### src/rtl/amp_gain_loader.sv
// amp_gain_loader: SPI loader for a dual-channel programmable gain amplifier.
// A start request latches {gain_b, gain_a} (channel B MSB first) and shifts it out
// as one CS-framed SPI mode-0 word. SCK is a registered output, so no clock is gated.
// Optional build macro AMP_READBACK_EN: captures MISO (the amp's echo of the previous
// word) and presents it on readback when done pulses. Without the macro, readback is tied to 0.
module amp_gain_loader #(
    parameter int GAIN_W  = 4,
    parameter int CLK_DIV = 4
) (
    input  logic                  clock,
    input  logic                  reset,
    input  logic                  start,
    input  logic [GAIN_W-1:0]     gain_a,
    input  logic [GAIN_W-1:0]     gain_b,
    input  logic                  shdn_req,
    input  logic                  spi_miso,
    output logic                  spi_mosi,
    output logic                  spi_sck,
    output logic                  amp_cs,
    output logic                  amp_shdn,
    output logic                  busy,
    output logic                  done,
    output logic [2*GAIN_W-1:0]   readback
);

    localparam int NBITS = 2 * GAIN_W;
    localparam int CNT_W = (CLK_DIV > 1) ? $clog2(CLK_DIV) : 1;
    localparam int BIT_W = $clog2(NBITS + 1);

    typedef enum logic [1:0] {
        ST_IDLE  = 2'd0,
        ST_SETUP = 2'd1,
        ST_SHIFT = 2'd2,
        ST_HOLD  = 2'd3
    } state_t;

    state_t             state_r, state_s;
    logic [CNT_W-1:0]   cnt_r, cnt_s;
    logic [BIT_W-1:0]   bits_r, bits_s;
    logic [NBITS-1:0]   shift_r, shift_s;
    logic               sck_r, sck_s;
    logic               mosi_r, mosi_s;
    logic               cs_r, cs_s;
    logic               busy_r, busy_s;
    logic               done_r, done_s;
    logic               shdn_r;
    logic               tick_s;
    logic               rise_s;
    logic               load_rb_s;

    // A tick is the last system clock of one SCK half-period.
    assign tick_s = (cnt_r == CNT_W'(CLK_DIV - 1));

    // Next-state and next-output decode; every frame is SETUP, 2*NBITS SCK half-periods, HOLD.
    always_comb begin
        state_s   = state_r;
        cnt_s     = cnt_r;
        bits_s    = bits_r;
        shift_s   = shift_r;
        sck_s     = sck_r;
        mosi_s    = mosi_r;
        cs_s      = cs_r;
        busy_s    = busy_r;
        done_s    = 1'b0;
        rise_s    = 1'b0;
        load_rb_s = 1'b0;
        case (state_r)
            ST_IDLE: begin
                cnt_s  = '0;
                sck_s  = 1'b0;
                cs_s   = 1'b1;
                mosi_s = 1'b0;
                busy_s = 1'b0;
                if (start) begin
                    shift_s = {gain_b, gain_a};
                    mosi_s  = gain_b[GAIN_W-1];
                    cs_s    = 1'b0;
                    busy_s  = 1'b1;
                    bits_s  = '0;
                    state_s = ST_SETUP;
                end else begin
                    state_s = ST_IDLE;
                end
            end
            ST_SETUP: begin
                if (tick_s) begin
                    // First rising SCK edge closes the setup half-period.
                    cnt_s   = '0;
                    sck_s   = 1'b1;
                    rise_s  = 1'b1;
                    state_s = ST_SHIFT;
                end else begin
                    cnt_s = cnt_r + CNT_W'(1);
                end
            end
            ST_SHIFT: begin
                if (tick_s) begin
                    cnt_s = '0;
                    if (sck_r) begin
                        // Falling edge: present the next bit (zero after the last).
                        sck_s   = 1'b0;
                        shift_s = {shift_r[NBITS-2:0], 1'b0};
                        mosi_s  = shift_r[NBITS-2];
                        bits_s  = bits_r + BIT_W'(1);
                    end else if (bits_r == BIT_W'(NBITS)) begin
                        // Low half after the final falling edge is done.
                        mosi_s  = 1'b0;
                        state_s = ST_HOLD;
                    end else begin
                        sck_s  = 1'b1;
                        rise_s = 1'b1;
                    end
                end else begin
                    cnt_s = cnt_r + CNT_W'(1);
                end
            end
            ST_HOLD: begin
                mosi_s = 1'b0;
                sck_s  = 1'b0;
                if (tick_s) begin
                    cnt_s     = '0;
                    cs_s      = 1'b1;
                    busy_s    = 1'b0;
                    done_s    = 1'b1;
                    load_rb_s = 1'b1;
                    state_s   = ST_IDLE;
                end else begin
                    cnt_s = cnt_r + CNT_W'(1);
                end
            end
            default: begin
                cnt_s   = '0;
                sck_s   = 1'b0;
                cs_s    = 1'b1;
                mosi_s  = 1'b0;
                busy_s  = 1'b0;
                state_s = ST_IDLE;
            end
        endcase
    end

    // State and registered SPI/handshake outputs; reset abandons any frame in flight.
    always_ff @(posedge clock) begin
        if (reset) begin
            state_r <= ST_IDLE;
            cnt_r   <= '0;
            bits_r  <= '0;
            shift_r <= '0;
            sck_r   <= 1'b0;
            mosi_r  <= 1'b0;
            cs_r    <= 1'b1;
            busy_r  <= 1'b0;
            done_r  <= 1'b0;
        end else begin
            state_r <= state_s;
            cnt_r   <= cnt_s;
            bits_r  <= bits_s;
            shift_r <= shift_s;
            sck_r   <= sck_s;
            mosi_r  <= mosi_s;
            cs_r    <= cs_s;
            busy_r  <= busy_s;
            done_r  <= done_s;
        end
    end

    // Shutdown is a plain one-cycle copy of the request, unrelated to the frame FSM.
    always_ff @(posedge clock) begin
        if (reset) begin
            shdn_r <= 1'b0;
        end else begin
            shdn_r <= shdn_req;
        end
    end

    assign spi_mosi = mosi_r;
    assign spi_sck  = sck_r;
    assign amp_cs   = cs_r;
    assign amp_shdn = shdn_r;
    assign busy     = busy_r;
    assign done     = done_r;

`ifdef AMP_READBACK_EN
    logic [NBITS-1:0] cap_r;
    logic [NBITS-1:0] readback_r;

    // MISO is sampled on the same clock edge that raises SCK, then published at done.
    always_ff @(posedge clock) begin
        if (reset) begin
            cap_r      <= '0;
            readback_r <= '0;
        end else begin
            if (rise_s) begin
                cap_r <= {cap_r[NBITS-2:0], spi_miso};
            end else begin
                cap_r <= cap_r;
            end
            if (load_rb_s) begin
                readback_r <= cap_r;
            end else begin
                readback_r <= readback_r;
            end
        end
    end

    assign readback = readback_r;
`else
    logic unused_rb_s;

    // Without readback the echo path and its strobes are intentionally left unconnected.
    assign unused_rb_s = ^{spi_miso, rise_s, load_rb_s};
    assign readback    = '0;
`endif

endmodule
### config.mk
export PLATFORM = sky130hd
export DESIGN_NAME = amp_gain_loader
export DESIGN_NICKNAME = d
export VERILOG_FILES = /design/src/rtl/amp_gain_loader.sv
export SDC_FILE = /design/constraint.sdc
export NUM_CORES = 1
export LEC_CHECK = 0
export CAP_MARGIN = 20
export CORE_UTILIZATION = 49
export DETAILED_ROUTE_END_ITERATION = 8
export GPL_TIMING_DRIVEN = 0
export PLACE_DENSITY = 0.78
export SETUP_SLACK_MARGIN = 0.3
export SKIP_CTS_REPAIR_TIMING = 1
export SLEW_MARGIN = 20
export SYNTH_ARGS = -nofsm -noshare
export SYNTH_HDL_FRONTEND = slang
export SYNTH_SLANG_ARGS = --single-unit
export TNS_END_PERCENT = 30
### constraint.sdc
create_clock -name clock -period 2 [get_ports clock]
set_input_delay 0.5 -clock clock [delete_from_list [all_inputs] [get_ports clock]]
set_output_delay 0.5 -clock clock [all_outputs]
set_load 0.02 [all_outputs]
==> results of run 1 <==
## worst register-to-register path, stage by stage, from the launching register on
cell and delay (ns):
dfxtp_2 0.37, inv_1 0.07, ha_1 0.19, buf_6 0.14, mux2i_4 0.22, or3_2 0.50
a21oi_1 0.15
## synthesized netlist by cell type (2+ instances only)
| cell | n | area share |
|---|---|---|
| a211oi_1 | 2 | 0.012 |
| a21oi_1 | 11 | 0.045 |
| buf_4 | 9 | 0.056 |
| buf_6 | 3 | 0.028 |
| clkbuf_8 | 2 | 0.023 |
| dfxtp_1 | 21 | 0.35 |
| ha_1 | 7 | 0.072 |
| inv_1 | 6 | 0.019 |
| mux2_2 | 2 | 0.019 |
| mux2i_1 | 9 | 0.074 |
| nand2_1 | 3 | 0.0093 |
| nand2b_1 | 3 | 0.015 |
| nand3_1 | 3 | 0.012 |
| nand3b_1 | 4 | 0.025 |
| nor2_1 | 4 | 0.012 |
| nor2b_1 | 4 | 0.021 |
| nor3b_1 | 2 | 0.012 |
| o21ai_0 | 9 | 0.037 |
| or3_2 | 6 | 0.037 |
## worst max path at each step
stage                                        from                       to  cells after the start
final                         amp_shdn$_SDFF_PP0_                 amp_shdn                      1
after global routing          amp_shdn$_SDFF_PP0_                 amp_shdn                      1
after CTS                    spi_sck$_SDFFE_PP0P_                  spi_sck                      1
after global placement                      reset          done$_SDFF_PP0_                      4
after detailed placement                    start  state_r[0]$_SDFFE_PP0P_                      5
after floorplan           state_r[0]$_SDFFE_PP0P_  state_r[0]$_SDFFE_PP0P_                      7
## layer usage
layer / global-route usage / wire length [um]
met2: 0.338 / 1390
met5: 0 / 0
met1: 0.269 / 1170
met4: 0.108 / 61
met3: 0.0380 / 160
## flip-flops by register name (all words and copies together), names as in the netlist
name      flops
bits_r        4
amp_shdn      1
spi_mosi      1
cnt_r         2
spi_sck       1
done          1
state_r       2
busy          1
shift_r       7
amp_cs        1
## cell type report
cell class	count	area (um2)	area share
flip-flops and latches	21	424	0.271
clock inverters	1	5.00	0.00320
multi-input cells	94	708	0.453
inverters	6	22.5	0.0144
plain buffers	16	143	0.0913
repair buffers	21	203	0.130
well taps	28	35.0	0.0224
clock buffers	3	22.5	0.0144
## power by group
part / internal (uW) / leakage, uW / switching [uW]
combinational: 497 / 0.000434 / 461
sequential: 502 / 0.000173 / 45.7
clock: 74.8 / 0.0000177 / 136
## through the flow
| step | total power, uW | utilization | hold WS [ns] |
|---|---|---|---|
| floorplan | 1150 | - | 0.399 |
| global placement | 1300 | 0.636 | 0.410 |
| detailed placement | 1330 | 0.636 | 0.444 |
| CTS | 1540 | 0.648 | 0.464 |
| global route | 1810 | 0.687 | 0.503 |
| finish | 1720 | 0.687 | 0.466 |
## kinds of logic after synthesis
kind of cell	count (synthesis)	share of synthesized area
AO/OA/AOI/OAI	29	0.146
AND/OR/NAND/NOR	37	0.199
multiplexers	12	0.104
flip-flops	21	0.346
buffers and inverters	22	0.131
other	1	0.00308
adder cells (fa/ha/maj)	7	0.0720
==> metrics.txt, run 1 <==
outcome finished clean; Root Driver clkbuf_4; Total Routing Usage GR 0.211; r2r setup slk 0.31 ns; leak pwr 0.000625 uW; CP Launch Type flip-flop; reg2reg end shift_r[4]$_SDFFE_PP0P_; unrepaired setup endpoints after global routing true; Yosys reg bits 21; Initial Util 0.534; FF-to-FF path depth 6; clock latency on the worst-skew pair 0.31 ns; via/cell ratio 5.43; P&R area growth vs syn 28.5%; CTS sink cnt 21; FF-to-FF Start state_r[1]$_SDFFE_PP0P_; H-tree depth 1; First-pass DRT Iterations 4; CTS tree done; dpl hpwl around 1.8 mm; max cap viols 0; grt total ovfl 0; crit path capture type output pin; Peak supply drop 0.000712 V; layout cell share with drive strength beyond 1 0.272; Post-DP Area 1450 um2; DRC Markers 0; sequential fraction of the synthesis area 0.346; final worst slack 0.211 ns; syn avg cell area 9.43 um2; Num CTS Buffers 3; crit path cell chain clkdlybuf4s50_1; end of the worst hold path busy$_SDFFE_PP0P_; Mapped Cells 129; Top FF cell, synth dfxtp_1; gp weighted congestion approximately 0.76; die width approximately 52 um; Die ar. 2690 um2; Clock transition at path regs 0.11 ns; first-pass GRT wire length roughly 4.2 mm; CP max stage delay 0.63 ns; Final period util 0.895; final hold vios 0; Antenna Diode Count 0; Min-Delay Startpoint busy$_SDFFE_PP0P_; DRT Wirelength 2.78 mm; Arr. time, crit path 1.29 ns; Max Freq 0.559 GHz; CP required 1.50 ns; Core Box Area 2280 um2; FFs w/ async S/R, synth 0; fin area between 1500 and 2000 um2; Routed Antenna Nets 0; post-DR wirelength/cell 14.7 um; Min-Delay Path Depth 2; io pins 27; largest net degree at the start of global routing 13; dpl cells 181; Fill cells about 190; Port Buf Inserts 17; Die Y 51.8 um; Synth Cell Area around 1200 um2; Post-synth EDFFs 0; Row Count 17; Slew Viols, Final 0; min-delay worst type reg -> reg; Ys Warns 0; Crit Path Class reg -> out; most frequent cells in the layout 18 x dfxtp_1, 15 x clkdlybuf4s50_1, 11 x buf_4; commonest non-fill, non-tap cell in the layout dfxtp_1; Distinct cells, synth 38; worst path bufs/invs 1; Layout Skew 0.00670 ns; initial antenna violation count 0; CTS max path bufs 2; critical-path cell with the highest stage delay clkdlybuf4s50_1; Final setup viols 0; delay-heaviest family, CP buffers and inverters; DR vias 1,032; vias in the first global route just over 900; maximum net fanout on the critical path 1; Setup WS pre-CTS -0.142 ns; DRT iter0 DRCs 22; Non-Filler Instances 190; final net count approximately 180; Fin Setup TNS 0 ns; PwrDens between 1000 and 1500 nW/um2; fin crit period around 1.8 ns
Note: power is estimated with default switching activity, not from simulation.
==> run 2, diff against run 1 <==
CTS_CLUSTER_DIAMETER = 80   (was default)
CTS_CLUSTER_SIZE = 14   (was default)
MAX_ROUTING_LAYER = met4   (was default)
==> run 2 against run 1 <==
Total power is 0.17% higher; die area stayed put; final area stayed put; hold slack hardly changed; sequential power hardly changed.
==> metrics.txt, run 2 (synthesized netlist as in run 1, its figures left out) <==
outcome finished clean; Final setup viols 0; gp weighted congestion 0.767; CTS sink cnt 21; FF-to-FF Start state_r[1]$_SDFFE_PP0P_; vias in the first global route 931; fin crit period 1.79 ns; Max Freq 0.560 GHz; Final period util 0.893; CTS max path bufs 2; sw power 645 uW; Arr. time, crit path between 1 and 1.5 ns; P&R area growth vs syn 28.5%; max cap viols 0; biggest regs shift_r: 7 flops, bits_r: 4 flops; delay-heaviest family, CP buffers and inverters; Slew Viols, Final 0; Peak supply drop 0.000712 V; final hold vios 0; CP max stage delay ~0.62 ns; largest net degree at the start of global routing 13; met2 WL around 1.4 mm; DRT iter0 DRCs 24; DRC Markers 0; Layout Skew 0.00795 ns; initial antenna violation count 0; Die Y 51.8 um; Biggest register shift_r; grt total ovfl 0; Fin Setup TNS 0 ns; sequential cell area ~420 um2; Worst Setup SP amp_shdn$_SDFF_PP0_; Total Routing Usage GR 0.216; met3 wire length 165 um; dpl hpwl 1.79 mm; min-delay worst type reg -> reg; unrepaired setup endpoints after global routing true; clock latency on the worst-skew pair between 0.3 and 0.4 ns; Routed Antenna Nets 0; maximum net fanout on the critical path 1; crit path capture type output pin; Crit Path Class reg -> out; clock power share 0.124; Die ar. approximately 2700 um2; Min-Delay Startpoint busy$_SDFFE_PP0P_; die width 51.8 um; max FFs per register 7; dpl cells 181; Max Used Layer met4; Clock transition at path regs 0.12 ns; Reg power frac 0.319; Row Count 17; DR vias 1,050; Root Driver clkbuf_4; Port Buf Inserts 17; Int Pwr 1070 uW; CP required 1.50 ns; leak pwr ~0.00062 uW; Comb pwr share 0.557; Antenna Diode Count 0; Initial Util 0.534; final net count ~180; Fill cells 191; First-pass DRT Iterations 4; switching part of the total power 0.375; first-pass GRT wire length 4.17 mm; CTS tree done; Core Box Area 2280 um2; crit path cell chain clkdlybuf4s50_1; most frequent cells in the layout 18 x dfxtp_1, 15 x clkdlybuf4s50_1, 11 x buf_4; H-tree depth 1; worst path bufs/invs 1; multi-input logic area 708 um2; via/cell ratio 5.53; DRT Wirelength 2.81 mm; Num CTS Buffers 3; met1 WL 1.19 mm; CP Launch Type flip-flop; Non-Filler Instances 190; io pins 27; layout cell share with drive strength beyond 1 0.272; PwrDens 1100 nW/um2; commonest non-fill, non-tap cell in the layout dfxtp_1; critical-path cell with the highest stage delay clkdlybuf4s50_1; post-DR wirelength/cell roughly 15 um
[run 2: cell counts in the layout (fill, tap and decap cells not counted)]
No cell type changed its count.
[run 2: layout make-up]
cell class,instances,share of cell area
Buffer,16,0.0913
Tap cell,28,0.0224
Clock inverter,1,0.00320
Clock buffer,3,0.0144
Timing Repair Buffer,21,0.130
Inverter,6,0.0144
Sequential cell,21,0.271
Multi-Input combinational cell,94,0.453
[run 2: power by group through the flow]
stage                     clock network (uW)  registers [uW]  logic, uW
after floorplan                            0             561        589
after global placement                     0             545        756
after detailed placement                   0             553        781
after CTS                                216             543        782
after global routing                     232             555       1020
final                                    213             548        958
[run 2: stage by stage]
step	cell area, um2	setup WS [ns]	total power, uW	hold slack, ns	utilization
6_report	1560	0.214	1720	0.467	0.687
3_5_place_dp	1450	-0.142	1330	0.444	0.636
5_1_grt	1560	0.182	1810	0.503	0.687
4_1_cts	1480	0.0560	1540	0.464	0.648
3_3_place_gp	1450	-0.127	1300	0.410	0.636
2_1_floorplan	1240	0.380	1150	0.399	-
[run 2: path summary, 6_finish.rpt]
path	endpoint	slack (ns)	cells after the start
setup reg to reg	shift_r[4]$_SDFFE_PP0P_	0.31	6
setup / recovery	amp_shdn	0.21	1
hold / removal	busy$_SDFFE_PP0P_	0.47	2
hold reg to reg	busy$_SDFFE_PP0P_	0.47	2
[run 2: routing by layer]
layer | up-vias | track usage
li1 | 509 | -
met1 | 484 | 0.268
met2 | 45 | 0.338
met3 | 12 | 0.0380
met4 | 0 | 0.108
met5 | - | -
[run 2: tightest hold or removal path, delay by kind of cell (launching register included)]
kind | cells | cell delay (ns)
DFF | 1 | 0.33
and+or+nand+nor | 1 | 0.05
AOI/OAI and AO/OA | 1 | 0.05
==> run 3, diff against run 2 <==
PLACE_DENSITY = 0.77   (was 0.78)
==> run 3 against run 2 <==
Global-route usage stayed put; worst setup slack improved by 0.014 ns; clock-buffer cell count up 1; utilization is 0.22 points lower; routed wire length shrank 3.4%; fmax increased by 0.82%; combinational power shrank 4.1%; critical path type unchanged; clock skew about the same; highest routed layer unchanged.
==> metrics.txt, run 3 (synthesized netlist as in run 1, its figures left out) <==
commonest non-fill, non-tap cell in the layout dfxtp_1; Min-Delay Startpoint cnt_r[0]$_SDFF_PP0_; DR vias 1,034; die width 51.8 um; fin crit period 1.77 ns; most frequent cells in the layout 19 x dfxtp_1, 15 x clkdlybuf4s50_1, 10 x a21oi_1; Reg power frac 0.328; Initial Util 0.534; outcome finished clean; clock power share 0.123; vias in the first global route 960; DRC Markers 0; FF-to-FF Start state_r[0]$_SDFFE_PP0P_; CTS max path bufs 2; max cap viols 0; Core Box Area 2280 um2; Worst Setup SP amp_shdn$_SDFF_PP0_; CP required around 1.5 ns; Root Driver clkbuf_4; min-delay worst type reg -> reg; first-pass GRT wire length 4.24 mm; biggest regs shift_r: 7 flops, bits_r: 4 flops; gp weighted congestion 0.763; DRT Wirelength roughly 2.7 mm; sw power 619 uW; Clock transition at path regs 0.11 ns; Layout Skew ~0.0077 ns; Biggest register shift_r; grt total ovfl 0; DRT iter0 DRCs 27; Non-Filler Instances 188; Crit Path Class reg -> out; dpl cells 181; worst path bufs/invs 1; Final setup viols 0; Total Routing Usage GR 0.216; Arr. time, crit path around 1.3 ns; io pins 27; Fin Setup TNS 0 ns; final net count 181; Die ar. 2690 um2; layout cell share with drive strength beyond 1 0.244; via/cell ratio ~5.5; overall power 1670 uW; post-DR wirelength/cell between 10 and 15 um; Fin Hold WS approximately 0.45 ns; Row Count 17; switching part of the total power 0.370; Slew Viols, Final 0; crit path capture type output pin; final hold vios 0; CTS tree done; Max Freq 0.565 GHz; largest net degree at the start of global routing 12; PwrDens 1070 nW/um2; r2r setup slk 0.26 ns; Final period util 0.886; unrepaired setup endpoints after global routing true; Comb pwr share 0.549; H-tree depth 1; Int Pwr 1060 uW; delay-heaviest family, CP buffers and inverters; CTS sink cnt 21; CP max stage delay between 0.6 and 0.7 ns; Num CTS Buffers 3; Peak supply drop between 0.0008 and 0.0009 V; clock latency on the worst-skew pair 0.31 ns; dpl hpwl 1.84 mm; initial antenna violation count 0; maximum net fanout on the critical path 1; CP Launch Type flip-flop; Routed Antenna Nets 0; Port Buf Inserts 17; critical-path cell with the highest stage delay clkdlybuf4s50_1; First-pass DRT Iterations 4; Die Y roughly 52 um; leak pwr between 0.0006 and 0.0007 uW; P&R area growth vs syn 28.1%; crit path cell chain clkdlybuf4s50_1; max FFs per register 7; Antenna Diode Count 0
==> run 3: cell count changes in the layout (fill, tap and decap cells not counted), sizes merged <==
cell and delta:
buf -2, a21boi +1, clkinv -1
==> run 3: through the flow <==
step,utilization,instance area (um2),setup WS [ns]
finish,0.684,1560,0.229
global route,0.684,1560,0.192
CTS,0.648,1470,0.0804
detailed placement,0.636,1450,-0.154
global placement,0.636,1450,-0.128
floorplan,-,1240,0.380
==> run 3: power by group through the flow <==
| stage | clock network, uW | registers [uW] | logic (uW) |
|---|---|---|---|
| after detailed placement | 0 | 552 | 789 |
| after global routing | 225 | 560 | 998 |
| after global placement | 0 | 545 | 756 |
| after CTS | 211 | 543 | 790 |
| after floorplan | 0 | 561 | 589 |
| final | 206 | 550 | 919 |
==> run 3: worst paths after layout <==
path              cells past startpoint                     to
setup / recovery                      1               amp_shdn
hold / removal                        1    cnt_r[0]$_SDFF_PP0_
setup reg to reg                      6  spi_mosi$_SDFFE_PP0P_
hold reg to reg                       1    cnt_r[0]$_SDFF_PP0_
==> run 3: layer usage <==
metal / track usage / routed length (um)
met5: - / 0
met4: 0.0541 / 29
met3: 0.0263 / 86
met2: 0.368 / 1390
met1: 0.271 / 1210
==> run 3: cell type report <==
class | count | area (um2)
Timing Repair Buffer | 18 | 183
Sequential cell | 21 | 425
Buffer | 16 | 144
Clock buffer | 4 | 26.3
Inverter | 6 | 22.5
Fill cell | 194 | 718
Tap cell | 28 | 35.0
Multi-Input combinational cell | 95 | 722
